### config.mk
export PLATFORM = sky130hd
export DESIGN_NAME = multicycle_control_fsm_flat
export DESIGN_NICKNAME = d
export VERILOG_FILES = /design/src/rtl/multicycle_control_fsm_if.sv /design/src/rtl/multicycle_control_fsm.sv /design/src/flat_wrapper.sv
export SDC_FILE = /design/constraint.sdc
export NUM_CORES = 1
export LEC_CHECK = 0
export ABC_AREA = 1
export CAP_MARGIN = 40
export CELL_PAD_IN_SITES_DETAIL_PLACEMENT = 0
export CELL_PAD_IN_SITES_GLOBAL_PLACEMENT = 1
export CORE_MARGIN = 2
export CORE_UTILIZATION = 34
export DETAILED_ROUTE_END_ITERATION = 16
export PLACE_DENSITY = 0.86
export SLEW_MARGIN = 20
export SYNTH_ARGS = -nofsm -noshare
export SYNTH_HDL_FRONTEND = slang
export SYNTH_SLANG_ARGS = --single-unit
### constraint.sdc
create_clock -name clk -period 1.75 [get_ports clk]
set_input_delay 0.175 -clock clk [delete_from_list [all_inputs] [get_ports clk]]
set_output_delay 0.175 -clock clk [all_outputs]
set_load 0.01 [all_outputs]
### src/rtl/multicycle_control_fsm_if.sv
// Control bundle between the multicycle control FSM and the RV32I datapath.
//   master : the control FSM. It takes opcode/memReady and drives every control strobe,
//            the debug state and the retired-instruction count.
//   slave  : the datapath/memory side, which sees the same signals in the other direction.
interface multicycle_control_fsm_if #(
  parameter int CNT_W = 32
);
  logic [6:0]       opcode;
  logic             memReady;
  logic             pcWrite;
  logic             pcWriteCond;
  logic             pcSource;
  logic             IorD;
  logic             memRead;
  logic             memWrite;
  logic             irWrite;
  logic             regWrite;
  logic [1:0]       memToReg;
  logic [1:0]       aluSrcA;
  logic [1:0]       aluSrcB;
  logic [1:0]       aluOp;
  logic             illegalOp;
  logic [3:0]       state;
  logic [CNT_W-1:0] instret;

  modport master (
    input  opcode, memReady,
    output pcWrite, pcWriteCond, pcSource, IorD, memRead, memWrite, irWrite,
           regWrite, memToReg, aluSrcA, aluSrcB, aluOp, illegalOp, state, instret
  );

  modport slave (
    output opcode, memReady,
    input  pcWrite, pcWriteCond, pcSource, IorD, memRead, memWrite, irWrite,
           regWrite, memToReg, aluSrcA, aluSrcB, aluOp, illegalOp, state, instret
  );
endinterface

### src/rtl/multicycle_control_fsm.sv
// Main control FSM for the multicycle RV32I core. It steps each instruction through
// fetch, decode, execute, memory and writeback. It waits on memReady for memory
// accesses and counts retired instructions.
//
// Ports:
//   clk  - system clock; every state change happens on its rising edge
//   rst  - asynchronous, active-high reset
//   bus  - control bundle (master modport). Inputs: opcode, memReady.
//          Outputs: PC/IR/memory/regfile strobes, mux selects, aluOp, illegalOp,
//          debug state and instret.
//
// state     | meaning
// ----------+------------------------------------------------------------
// FETCH     | read instruction at PC, PC <= PC+4, IR/oldPC load on memReady
// DECODE    | dispatch on opcode; ALUOut <= oldPC + imm (branch/JAL target)
// MEM_ADDR  | ALUOut <= rs1 + imm (load/store address)
// MEM_READ  | data read at ALUOut, held until memReady
// MEM_WB    | rd <= MDR
// MEM_WRITE | data write at ALUOut, held until memReady
// EXEC_R    | ALU on rs1, rs2 using funct decode
// EXEC_I    | ALU on rs1, imm using funct decode
// ALU_WB    | rd <= ALUOut
// BRANCH    | compare rs1/rs2, PC <= ALUOut if taken
// JAL       | rd <= PC (already PC+4), PC <= ALUOut
// LUI       | rd <= imm
module multicycle_control_fsm #(
  parameter int CNT_W = 32
) (
  input  logic                     clk,
  input  logic                     rst,
  multicycle_control_fsm_if.master bus
);

  typedef enum logic [3:0] {
    S_FETCH     = 4'd0,
    S_DECODE    = 4'd1,
    S_MEM_ADDR  = 4'd2,
    S_MEM_READ  = 4'd3,
    S_MEM_WB    = 4'd4,
    S_MEM_WRITE = 4'd5,
    S_EXEC_R    = 4'd6,
    S_EXEC_I    = 4'd7,
    S_ALU_WB    = 4'd8,
    S_BRANCH    = 4'd9,
    S_JAL       = 4'd10,
    S_LUI       = 4'd11
  } state_e;

  localparam logic [6:0] OP_LOAD   = 7'b0000011;
  localparam logic [6:0] OP_STORE  = 7'b0100011;
  localparam logic [6:0] OP_R      = 7'b0110011;
  localparam logic [6:0] OP_I      = 7'b0010011;
  localparam logic [6:0] OP_BRANCH = 7'b1100011;
  localparam logic [6:0] OP_JAL    = 7'b1101111;
  localparam logic [6:0] OP_LUI    = 7'b0110111;

  state_e           state_q, state_d;
  logic [CNT_W-1:0] instret_q, instret_d;
  logic             retire;
  logic             op_legal;

  always_comb begin
    op_legal = 1'b0;
    case (bus.opcode)
      OP_LOAD, OP_STORE, OP_R, OP_I, OP_BRANCH, OP_JAL, OP_LUI: op_legal = 1'b1;
      default:                                                  op_legal = 1'b0;
    endcase
  end

  // Next state and retire detection. An instruction retires on the edge that
  // takes it back to FETCH. An illegal opcode returns from DECODE without retiring.
  always_comb begin
    state_d = S_FETCH;
    retire  = 1'b0;
    case (state_q)
      S_FETCH:  state_d = bus.memReady ? S_DECODE : S_FETCH;
      S_DECODE: begin
        case (bus.opcode)
          OP_LOAD, OP_STORE: state_d = S_MEM_ADDR;
          OP_R:              state_d = S_EXEC_R;
          OP_I:              state_d = S_EXEC_I;
          OP_BRANCH:         state_d = S_BRANCH;
          OP_JAL:            state_d = S_JAL;
          OP_LUI:            state_d = S_LUI;
          default:           state_d = S_FETCH;
        endcase
      end
      S_MEM_ADDR: state_d = (bus.opcode == OP_LOAD) ? S_MEM_READ : S_MEM_WRITE;
      S_MEM_READ: state_d = bus.memReady ? S_MEM_WB : S_MEM_READ;
      S_MEM_WRITE: begin
        state_d = bus.memReady ? S_FETCH : S_MEM_WRITE;
        retire  = bus.memReady;
      end
      S_EXEC_R, S_EXEC_I: state_d = S_ALU_WB;
      S_MEM_WB, S_ALU_WB, S_BRANCH, S_JAL, S_LUI: begin
        state_d = S_FETCH;
        retire  = 1'b1;
      end
      default: state_d = S_FETCH;
    endcase
    instret_d = retire ? instret_q + CNT_W'(1) : instret_q;
  end

  always_ff @(posedge clk or posedge rst) begin
    if (rst) begin
      state_q   <= S_FETCH;
      instret_q <= '0;
    end else begin
      state_q   <= state_d;
      instret_q <= instret_d;
    end
  end

  // Moore output decode. Only the FETCH strobes and illegalOp look at inputs.
  always_comb begin
    bus.pcWrite     = 1'b0;
    bus.pcWriteCond = 1'b0;
    bus.pcSource    = 1'b0;
    bus.IorD        = 1'b0;
    bus.memRead     = 1'b0;
    bus.memWrite    = 1'b0;
    bus.irWrite     = 1'b0;
    bus.regWrite    = 1'b0;
    bus.memToReg    = 2'b00;
    bus.aluSrcA     = 2'b00;
    bus.aluSrcB     = 2'b00;
    bus.aluOp       = 2'b00;
    bus.illegalOp   = 1'b0;
    case (state_q)
      S_FETCH: begin
        bus.memRead = 1'b1;
        bus.aluSrcB = 2'b01;
        bus.irWrite = bus.memReady;
        bus.pcWrite = bus.memReady;
      end
      S_DECODE: begin
        bus.aluSrcA   = 2'b01;
        bus.aluSrcB   = 2'b10;
        bus.illegalOp = ~op_legal;
      end
      S_MEM_ADDR: begin
        bus.aluSrcA = 2'b10;
        bus.aluSrcB = 2'b10;
      end
      S_MEM_READ: begin
        bus.memRead = 1'b1;
        bus.IorD    = 1'b1;
      end
      S_MEM_WB: begin
        bus.regWrite = 1'b1;
        bus.memToReg = 2'b01;
      end
      S_MEM_WRITE: begin
        bus.memWrite = 1'b1;
        bus.IorD     = 1'b1;
      end
      S_EXEC_R: begin
        bus.aluSrcA = 2'b10;
        bus.aluOp   = 2'b10;
      end
      S_EXEC_I: begin
        bus.aluSrcA = 2'b10;
        bus.aluSrcB = 2'b10;
        bus.aluOp   = 2'b11;
      end
      S_ALU_WB: begin
        bus.regWrite = 1'b1;
      end
      S_BRANCH: begin
        bus.aluSrcA     = 2'b10;
        bus.aluOp       = 2'b01;
        bus.pcWriteCond = 1'b1;
        bus.pcSource    = 1'b1;
      end
      S_JAL: begin
        bus.regWrite = 1'b1;
        bus.memToReg = 2'b10;
        bus.pcWrite  = 1'b1;
        bus.pcSource = 1'b1;
      end
      S_LUI: begin
        bus.regWrite = 1'b1;
        bus.memToReg = 2'b11;
      end
      default: ;
    endcase
    // The state register resets to FETCH at once. FETCH would otherwise pass
    // memReady straight through to pcWrite/irWrite, so every write strobe is
    // held low for as long as reset is applied.
    if (rst) begin
      bus.pcWrite     = 1'b0;
      bus.pcWriteCond = 1'b0;
      bus.irWrite     = 1'b0;
      bus.regWrite    = 1'b0;
      bus.memRead     = 1'b0;
      bus.memWrite    = 1'b0;
    end
  end

  assign bus.state   = state_q;
  assign bus.instret = instret_q;

endmodule

### src/flat_wrapper.sv
// flat-port wrapper written by rule: the top's interface ports become plain ports
module multicycle_control_fsm_flat 
#(
  parameter int CNT_W = 32
)
  (clk, rst, bus_opcode, bus_memReady, bus_pcWrite, bus_pcWriteCond, bus_pcSource, bus_IorD, bus_memRead, bus_memWrite, bus_irWrite, bus_regWrite, bus_memToReg, bus_aluSrcA, bus_aluSrcB, bus_aluOp, bus_illegalOp, bus_state, bus_instret);
  multicycle_control_fsm_if #(.CNT_W(CNT_W)) bus_i ();
  input  logic clk;
  input  logic rst;
  input wire logic [$bits(bus_i.opcode)-1:0] bus_opcode;
  input wire logic [$bits(bus_i.memReady)-1:0] bus_memReady;
  output wire logic [$bits(bus_i.pcWrite)-1:0] bus_pcWrite;
  output wire logic [$bits(bus_i.pcWriteCond)-1:0] bus_pcWriteCond;
  output wire logic [$bits(bus_i.pcSource)-1:0] bus_pcSource;
  output wire logic [$bits(bus_i.IorD)-1:0] bus_IorD;
  output wire logic [$bits(bus_i.memRead)-1:0] bus_memRead;
  output wire logic [$bits(bus_i.memWrite)-1:0] bus_memWrite;
  output wire logic [$bits(bus_i.irWrite)-1:0] bus_irWrite;
  output wire logic [$bits(bus_i.regWrite)-1:0] bus_regWrite;
  output wire logic [$bits(bus_i.memToReg)-1:0] bus_memToReg;
  output wire logic [$bits(bus_i.aluSrcA)-1:0] bus_aluSrcA;
  output wire logic [$bits(bus_i.aluSrcB)-1:0] bus_aluSrcB;
  output wire logic [$bits(bus_i.aluOp)-1:0] bus_aluOp;
  output wire logic [$bits(bus_i.illegalOp)-1:0] bus_illegalOp;
  output wire logic [$bits(bus_i.state)-1:0] bus_state;
  output wire logic [$bits(bus_i.instret)-1:0] bus_instret;
  assign bus_i.opcode = bus_opcode;
  assign bus_i.memReady = bus_memReady;
  assign bus_pcWrite = bus_i.pcWrite;
  assign bus_pcWriteCond = bus_i.pcWriteCond;
  assign bus_pcSource = bus_i.pcSource;
  assign bus_IorD = bus_i.IorD;
  assign bus_memRead = bus_i.memRead;
  assign bus_memWrite = bus_i.memWrite;
  assign bus_irWrite = bus_i.irWrite;
  assign bus_regWrite = bus_i.regWrite;
  assign bus_memToReg = bus_i.memToReg;
  assign bus_aluSrcA = bus_i.aluSrcA;
  assign bus_aluSrcB = bus_i.aluSrcB;
  assign bus_aluOp = bus_i.aluOp;
  assign bus_illegalOp = bus_i.illegalOp;
  assign bus_state = bus_i.state;
  assign bus_instret = bus_i.instret;
  multicycle_control_fsm #(.CNT_W(CNT_W)) u_core (.clk(clk), .rst(rst), .bus(bus_i));
endmodule
Yosys cells after proc, flatten, opt, wreduce, memory -nomap -nowiden
Cells that the tools add are included.
{"block": "word_totals", "register_bits": 36, "input_bits": 10, "output_inout_bits": 53, "wordCells": 60}
{"block": "classes", "n_addsub": 1, "n_eq_ne": 18, "muxes": 27, "n_bitwise": 1, "n_reduce_logical": 11}
{"cell": "one-hot mux 4 bit (6 select lines)", "count": 2}
{"cell": "adder 32 x 1 -> 32 bit (second input constant)", "count": 1}
{"cell": "== test 7 x 6 -> 1 bit (second input constant)", "count": 3}
{"cell": "== test 4 x 3 -> 1 bit (second input constant)", "count": 4}
{"cell": "== test 4 bit (second input constant)", "count": 4}
{"cell": "two-way mux 1 bit", "count": 16}
{"cell": "== test 7 bit (second input constant)", "count": 2}
{"cell": "one-hot mux 2 bit (3 select lines)", "count": 2}
{"cell": "OR reduction 2 bit", "count": 5}
{"cell": "two-way mux 3 bit", "count": 3}
{"cell": "== test 4 x 2 -> 1 bit (second input constant)", "count": 2}
{"cell": "one-hot mux 2 bit (2 select lines)", "count": 2}
{"cell": "OR reduction 4 bit", "count": 2}
{"cell": "== test 7 x 2 -> 1 bit (second input constant)", "count": 1}
{"cell": "== test 7 x 5 -> 1 bit (second input constant)", "count": 1}
{"cell": "OR reduction 7 bit", "count": 1}
{"cell": "OR reduction 5 bit", "count": 1}
{"cell": "== test 4 x 1 -> 1 bit (second input constant)", "count": 1}
{"cell": "logical NOT 4 bit", "count": 1}
{"cell": "one-hot mux 1 bit (2 select lines)", "count": 2}
{"cell": "OR reduction 3 bit", "count": 1}
{"cell": "inverter 1 bit", "count": 1}

Depth between registers and ports, before layout
Gate-level depths: netlist of the first run.
{"block": "logic_depth", "word_depth": 5, "mapped_depth": 10, "depth_no_buf": 10}

Worst setup path after synthesis of the first run
OpenSTA, ideal clock, no wires.
{"block": "synth_timing", "path_kind": "register to output", "start": "register u_core.state_q[3], in the netlist u_core.bus.state[3]", "end": "output bus_illegalOp", "arrival_time_ps": 1314, "required_time_ps": 1575, "setup_slack_ps": 261, "path_stages_with_launch": 6, "n_path_buf": 0, "path_cell_list": "dfrtp_1 -> nor2_1 -> inv_1 -> nor2_1 -> nand2_1 -> nor2_1"}
{"block": "synth_via", "elab_chain_len": 2}
{"element": "start, declared", "line": "multicycle_control_fsm.sv:57", "rtl": "state_e state_q, state_d;"}
{"element": "start signal, assigned", "line": "multicycle_control_fsm.sv:109", "rtl": "state_q <= state_d;"}
{"element": "== test 4 x 1 -> 1 bit", "line": "multicycle_control_fsm.sv:129", "rtl": "case (state_q)"}
{"element": "two-way mux 1 bit", "line": "multicycle_control_fsm.sv:129"}
{"element": "end, declared", "line": "flat_wrapper.sv:24", "rtl": "output wire logic [$bits(bus_i.illegalOp)-1:0] bus_illegalOp;"}
No other way between the ends.

Final worst setup path of the first run
{"block": "layout_timing", "start": "register u_core.state_q[2], in the netlist u_core.bus.state[2]", "end": "output bus_pcWrite"}
{"block": "layout_via", "elab_chain_len": 3, "elab_cells_between_ends": 4, "cone_classes": "eq/ne: 1; mux: 2; reduce/logical: 1"}
{"element": "== test 4 bit or logical NOT 4 bit (tied branches)", "line": "multicycle_control_fsm.sv:129"}
{"element": "one-hot mux 1 bit (2 select lines) *", "line": "multicycle_control_fsm.sv:129"}
{"element": "two-way mux 1 bit *", "line": "multicycle_control_fsm.sv:190", "rtl": "if (rst) begin"}
{"element": "end, declared", "line": "flat_wrapper.sv:12", "rtl": "output wire logic [$bits(bus_i.pcWrite)-1:0] bus_pcWrite;"}
Mark *: on every way between the ends. The rest lies on a longest branch, timed or not.

==> flow_results.org, run 1 <==
** Die
- The floorplan step set the die height to between 80 and 90 um.
- Initial core utilization :: 35.5%
- Row generation in the floorplan step produced 30 rows.
- In this run the count of I/O pins placed on the die edge is 63.
- The floorplan step defined a die boundary enclosing between 7000 and 8000 um2.
- Die Span X :: a little under 90 um
- Core Area :: 6830 um2

** Pwr
- Internal power comes to around 1.4 mW.
- Net switching power :: roughly 630 uW
- Combinational cells account for a little over a quarter of the total power.
- Max rail drop VDD :: 0.628 mV
- For this design the static power due to leakage is around 1.6 nW.
- In this run, flip-flops and latches consume 46.5% of the power.
- Net switching fraction of the power :: a little under a third
- Overall power after layout :: 2.07 mW
- Power per unit of standard cell area :: between 500 and 600 nW/um2
- Per report_power, the clock group accounts for roughly 27% of the total.

** Clock tree
- Insertion delay of the later-clocked pin in the worst-skew pair :: 290 ps
- The number of hold buffers added after CTS was 0.
- TritonCTS built the clock tree.
- Master cell of the clock root buffer :: clkbuf_8
- Number of CTS-inserted buffers :: 5
- Counting along the longest clock path gives a buffer depth of 2.
- After clock tree synthesis, the clock-pin slew on the worst setup and hold paths is 70 ps.
- Deepest level of the CTS H-tree :: 2
- CTS sink count :: 36

** Synth
- Yosys top cell area share :: a little under two fifths
- Synthesis produced 382 cells.
- By area the synthesized netlist is led by dfrtp_1, nand2_1, nor2_1, inv_1, nand3_1.
- FF+latch count, synth :: 36
- The biggest area contributor in the post-synthesis netlist is dfrtp_1.
- Net count after synthesis :: 393
- The mapped netlist covers 2430 um2.
- After synthesis, flip-flops and latches occupy a little under two fifths of the total area.
- Average instance area after synthesis :: between 6 and 7 um2
- Synthesis instantiated 21 different standard cells from the library.
- During synthesis, Yosys emitted a total of 0 warnings.

** Final layout
- Most common library cell in the layout ignoring fill and taps :: nand2_1
- Count of non-filler cells in the finished layout :: 571
- Share of layout cells above drive strength 1 :: 14.3%
- From synthesis to final layout, the design area changed by 42.4%.
- Share of the core filled with cells :: just over 50%
- Counting the fill cells in the layout gives about 730.
- Net total in the final layout :: 486
- Most frequent cells in the layout :: nand2_1, nor2_1, clkdlybuf4s50_1
- The finished cells cover roughly 3500 um2.
- Final antenna diode count :: 0

** Global route
- For met1 alone, demand over resource in global routing was 26.0%.
- Summed over all layers, the global routing overflow is 0.
- Largest net degree at the start of global routing :: 37
- Global-route track usage on met2 :: slightly above 30%
- Gr usage total :: ~19%
- Initial antenna violation count :: 0
- Global-route wire length before repair :: ~12,000 um
- Global-route layer with the greatest usage :: met2
- Met3 GRT Util :: under 10%
- The via count of the first global-routing pass is between 2,000 and 3,000.

** Detailed routing
- After the first detailed-routing iteration, the DRC count stood at ~130.
- Total wire length after detailed routing :: just over 7000 um
- In the routed design, unresolved DRC markers number 0.
- The count of nets left with antenna violations once routing finished came out at 0.
- After detailed routing, the average wire length per cell comes to about 12 um.
- Summing over every cut layer, the via total after detailed routing is approximately 2,700.
- Detailed Routing Iterations Pass 1 :: 4
- In the routed layout, each cell is associated on average with a via count of ~4.6.

** Critical path
- The worst register-to-register path ends at u_core.bus.instret[19].
- STA puts the critical path data required time at about 1600 ps.
- Reg-to-reg startpoint :: u_core.bus.state[3]
- Critical Path Sink Type :: output port
- The worst register-to-register path has a depth of 10.
- In this run the worst setup path terminates at bus_pcWrite.
- The critical path is of the flip-flop to output port type.
- Data on the critical path arrives at its endpoint at about 1600 ps.
- Biggest fanout along the worst timing path :: 4
- The worst setup path is launched from a flip-flop.
- Setup slack, reg-to-reg :: 150 ps
- Launching instance or port of the critical path :: u_core.bus.state[2]

** STA
- Number of failing hold endpoints at the final stage :: 0
- Hold is met by roughly 470 ps.
- Max-Slew Margin vs Limit :: about 69%
- Max-slew violation count :: 0
- Setup repair after global routing could not meet its margin everywhere.
- For the pin with the worst max-slew slack, the measured transition is roughly 470 ps.
- On the final layout, the worst clock skew is 4.45 ps.
- Setup violations remaining at the end of the flow were counted as 0.
- The final critical path takes up 99.0% of the cycle.
- Based on the critical path, the design can be clocked at up to 0.577 GHz.
- Post-layout minimum cycle time :: about 1700 ps

** Placed design
- Input/output buffers :: a little over 60
- Final weighted congestion of routability-driven global placement :: about 0.94
- Number of cells after detailed placement :: 558
- The placed instances occupy a cell area of approximately 3300 um2.
- The HPWL after detailed placement is about 5500 um.

** Min path
- Worst hold path type :: input pin to asynchronous set/reset pin

** Flow run
- Maximum Capacitance Violations :: 0

** Outcome
- Result of the run :: finished clean
==> metal layers <==
metal	wire length, um	vias to the layer above
li1	-	1354
met1	3450	1219
met2	3200	61
met3	249	16
met4	163	0
met5	0	-
==> flip-flops by register name, summed over array words and instances (netlist names) <==
name	count
u_core.bus.state	4
u_core.bus.instret	32
==> cells by family (layout without fill, tap and decap cells) <==
kind of cell	Yosys count	after routing	synth area share, %
fa+ha+maj	1	1	0.516
compound gates	5	5	1.13
buf+inv	44	137	7.63
xor+xnor	18	18	6.50
flops	36	36	37.1
simple gates	278	278	47.1
==> per-stage QoR <==
stage / TNS (ps) / setup WS [ps]
after floorplan: 0 / 261
after global placement: -96.1 / -42.5
after detailed placement: -114 / -52.3
after CTS: -353 / -77.8
after global routing: -94.6 / -67.4
final: 0 / 17.9
==> critical path, cell delays in order, from the launching register on <==
cell and delay [ps]:
dfrtp_2 440, buf_4 160, nor2_4 160, nand2_1 90, a21oi_1 140, dlygate4sd2_1 290
==> what timing repair did <==
action | CTS | global route
endpoints found under the setup margin | 18 | 39
buffers inserted | 5 | 1
gates resized for setup | 35 | 28
pin swaps | 3 | 1
gates cloned | 0 | 0
==> synthesized netlist by cell type <==
cell / count
inv_1: 40
nor2_1: 67
buf_6: 2
nor3_1: 3
nand2_1: 162
nand3_1: 27
buf_4: 1
xor2_1: 7
nand2_2: 1
nand4_1: 7
dfrtp_1: 36
a21oi_1: 3
nor3b_1: 1
o211ai_1: 1
buf_2: 1
ha_1: 1
xnor2_1: 11
nor2_4: 2
o21ai_0: 1
nand3b_1: 2
nor2_2: 6
==> power groups by stage <==
stage	combinational, mW	sequential, mW	clock (mW)
final	0.547	0.962	0.559
after global routing	0.601	0.970	0.618
after CTS	0.550	0.961	0.583
after detailed placement	0.533	0.976	0
after global placement	0.531	0.975	0
after floorplan	0.212	0.996	0
==> worst min-delay path by stage <==
stage                     startpoint                      to  slack [ps]  cells after the start
6_report                         rst  u_core.bus.instret[10]         470                      3
5_1_grt                          rst  u_core.bus.instret[10]         550                      3
4_1_cts                          rst  u_core.bus.instret[10]         500                      3
3_5_place_dp   u_core.bus.instret[6]   u_core.bus.instret[6]         510                      1
3_3_place_gp   u_core.bus.instret[6]   u_core.bus.instret[6]         500                      1
2_1_floorplan           bus_memReady     u_core.bus.state[2]         310                      2
==> cell type report <==
class	instances	area, um2	share of cell area (%)
sequential	36	906	26.2
tap	96	120	3.48
clock inverter	1	5.00	0.145
timing repair buffer	90	793	23.0
inverter	40	150	4.34
multi-input combinational	302	1410	40.8
clock buffer	6	72.6	2.10
(Power assumes the default switching activity.)
==> run 2, diff against run 1 <==
SLEW_MARGIN = unset   (was 20)
==> results of run 2 <==
Same layout as run 1: the final DEF is identical, and so are final timing and power.
==> run 3, diff against run 2 <==
GPL_TIMING_DRIVEN = 0   (was unset)
==> flow_results.org, run 3 (synthesis results as in run 1) <==
** Outcome
- The flow ran to the end, and the final reports show no timing, DRC or antenna violations.

** Final layout
- The area growth from synthesis to layout is 37.2%.
- Final antenna diode count :: 0
- The library cells used most frequently in the layout, excluding fill and tap cells, are nand2_1, nor2_1, clkdlybuf4s50_1.
- Net total in the final layout :: roughly 470
- Counting the fill cells in the layout gives 727.
- The library cell used most frequently in the layout, excluding fill and tap cells, is nand2_1.
- The register with the most flip-flops in the layout has 32 of them.
- Share of layout cells above drive strength 1 :: 10.5%
- Post-layout instance area :: around 3300 um2

** Critical path
- Together, buffers and inverters on the worst path number 3.
- Worst setup path endpoint :: bus_IorD
- For flop-to-flop paths, the worst setup slack is around 130 ps.
- The endpoint identified for the worst register-to-register timing path is u_core.bus.instret[19].
- Reg2Reg Depth :: 7
- On the critical path, the stage with the largest delay is an instance of dfrtp_2.
- In this run the critical register-to-register path is launched from u_core.bus.instret[13].
- In this run the worst path has a maximum fanout of 4.
- Logic depth of the worst path, buffers included :: 6
- By startpoint and endpoint, the worst setup path is classified as flip-flop to output port.
- The most numerous cell type found on the critical path is nand2_1.
- The largest single stage delay on the critical path is around 440 ps.
- The worst setup path is launched from a flip-flop.
- Broken down by cell family, the worst path's largest delay share belongs to buffers and inverters.
- At the worst endpoint, the required time is about 1600 ps.
- Launching instance or port of the critical path :: u_core.bus.state[1]
- The signal on the critical path passes through buf_4 > nand2_1 > nor2_2 > inv_1 > nand2_1 > dlygate4sd2_1.
- Critical Path Sink Type :: output port
- For the worst setup path, the data arrival time is about 1500 ps.

** STA
- The number of hold violations in the final report came to 0.
- For the pin with the worst max-slew slack, the measured transition is 773 ps.
- The total count of max-transition violations in the final report was 0.
- The final critical path takes up between 90% and 100% of the cycle.
- Post-layout minimum cycle time :: about 1700 ps
- Least setup slack across all paths after layout :: between 80 and 90 ps
- Skew final :: 8.32 ps
- In this run the tightest slew margin relative to its limit is 48.4%.
- # setup viols final :: 0
- For this run, the top clock speed supported by timing is around 0.6 GHz.
- Setup repair after global routing left no endpoint under its margin.

** Flow run
- Maximum Capacitance Violations :: 0

** Detailed routing
- Detailed Routing Iterations Pass 1 :: 5
- The final route contains around 2,600 vias.
- Starting DRC count in detailed routing :: ~120
- Antenna Violating Nets Remaining :: 0
- Wires add up to 6780 um.
- Routed WL per cell :: roughly 12 um
- Top layer used by detailed routing :: met4
- Wire segments on met3 add up to 267 um in the final route.
- After detailed routing, the wire length on met1 is about 3200 um.
- Drt via density :: 4.72
- Residual DRC :: 0
- The routed design uses ~3200 um of met2 wire.

** Die
- The floorplan step defined a die boundary enclosing approximately 7800 um2.
- Die Span X :: ~90 um
- Standard-cell rows :: 30
- In this run the count of I/O pins placed on the die edge is between 60 and 70.
- Initial core utilization :: between 30% and 40%
- Die height :: 88.5 um
- Core Area :: 6830 um2

** Clock tree
- Clock slew at reported path FFs :: roughly 70 ps
- TritonCTS built the clock tree.
- The clock drives 36 sinks.
- Number of buffers inserted for hold repair after clock tree synthesis :: 0
- Deepest level of the CTS H-tree :: 2
- Counting the buffers created by CTS gives 5.
- Insertion delay of the later-clocked pin in the worst-skew pair :: approximately 280 ps
- In this run the deepest clock path goes through 2 buffers.
- Master cell of the clock root buffer :: clkbuf_8

** Pwr
- Max rail drop VDD :: between 0.6 and 0.7 mV
- For this design the ratio of total power to cell area is 620 nW/um2.
- Static Leak :: 1.52 nW
- Total power for the finished layout comes to about 2.1 mW.

** Global route
- The via count of the first global-routing pass was about 2,500.
- Entering global routing, the biggest net connects 37 pins.
- Global routing finished with a remaining overflow of 0.
- Global-route wire length before repair :: ~11,000 um
- The number of antenna violations at the first check in global routing came to 0.
- Gr usage total :: between 10% and 20%

** Placed design
- Instance area after placement :: roughly 3200 um2
- Input/output buffers :: slightly above 60
- HPWL after detailed placement :: about 5200 um
- Routability-driven placement finished with a final weighted congestion of just over 0.9.
- Timing analysis after detailed placement gives a worst setup slack of -191 ps.

** Min path
- The worst hold path begins at u_core.bus.instret[0].
- Worst hold path type :: flip-flop to flip-flop
[run 3: changes by cell type in the layout (fill, tap and decap cells not counted), sizes merged]
cell	before	now
buf	30	12
clkbuf	11	12
clkdlybuf4s15	2	0
clkinv	1	0
dlygate4sd2	7	11
[run 3: how the worst min path moves through the flow]
stage / to / cells past startpoint
3_3_place_gp: u_core.bus.instret[6] / 1
4_1_cts: u_core.bus.instret[6] / 1
3_5_place_dp: u_core.bus.instret[6] / 1
6_report: u_core.bus.instret[0] / 1
2_1_floorplan: u_core.bus.state[2] / 2
5_1_grt: u_core.bus.instret[6] / 1
[run 3: report_power, final]
group	switching, mW	internal [mW]	total (mW)
combinational	0.252	0.234	0.487
sequential	0.0755	0.893	0.968
clock	0.289	0.321	0.611
total	0.617	1.45	2.07
[run 3: metal layers]
metal	track usage, %	up-vias
met2	32.2	69
li1	-	1324
met3	3.36	6
met4	3.99	0
met5	0	-
met1	24.3	1219
[run 3: metrics by stage]
step | setup TNS, ps | util, % | hold slack [ps] | cells
6_report | 0 | 48.7 | 511 | 555
5_1_grt | 0 | 48.7 | 534 | 555
3_5_place_dp | -370 | 46.4 | 508 | 540
4_1_cts | 0 | 48.7 | 522 | 555
2_1_floorplan | 0 | - | 314 | 382
3_3_place_gp | -9820 | 46.4 | 507 | 540
[run 3: layout make-up]
type                            instances  area, um2  area share, %
Buffer                                  4       35.0           1.05
Clock buffer                            8       90.1           2.71
Inverter                               40        150           4.51
Multi-Input combinational cell        302       1390           41.8
Sequential cell                        36        907           27.2
Tap cell                               96        120           3.61
Timing Repair Buffer                   69        637           19.1
[run 3: worst register-to-register path: cells and delay by family (launching register included)]
family | cells | cell delay [ps]
DFF | 1 | 460
and+or+nand+nor | 7 | 1060
[run 3: repair_timing]
| item | CTS | global route |
|---|---|---|
| buffers inserted | 7 | 0 |
| setup endpoints to repair | 17 | 13 |
| resized for setup | 32 | 18 |
| pin swaps | 2 | 0 |
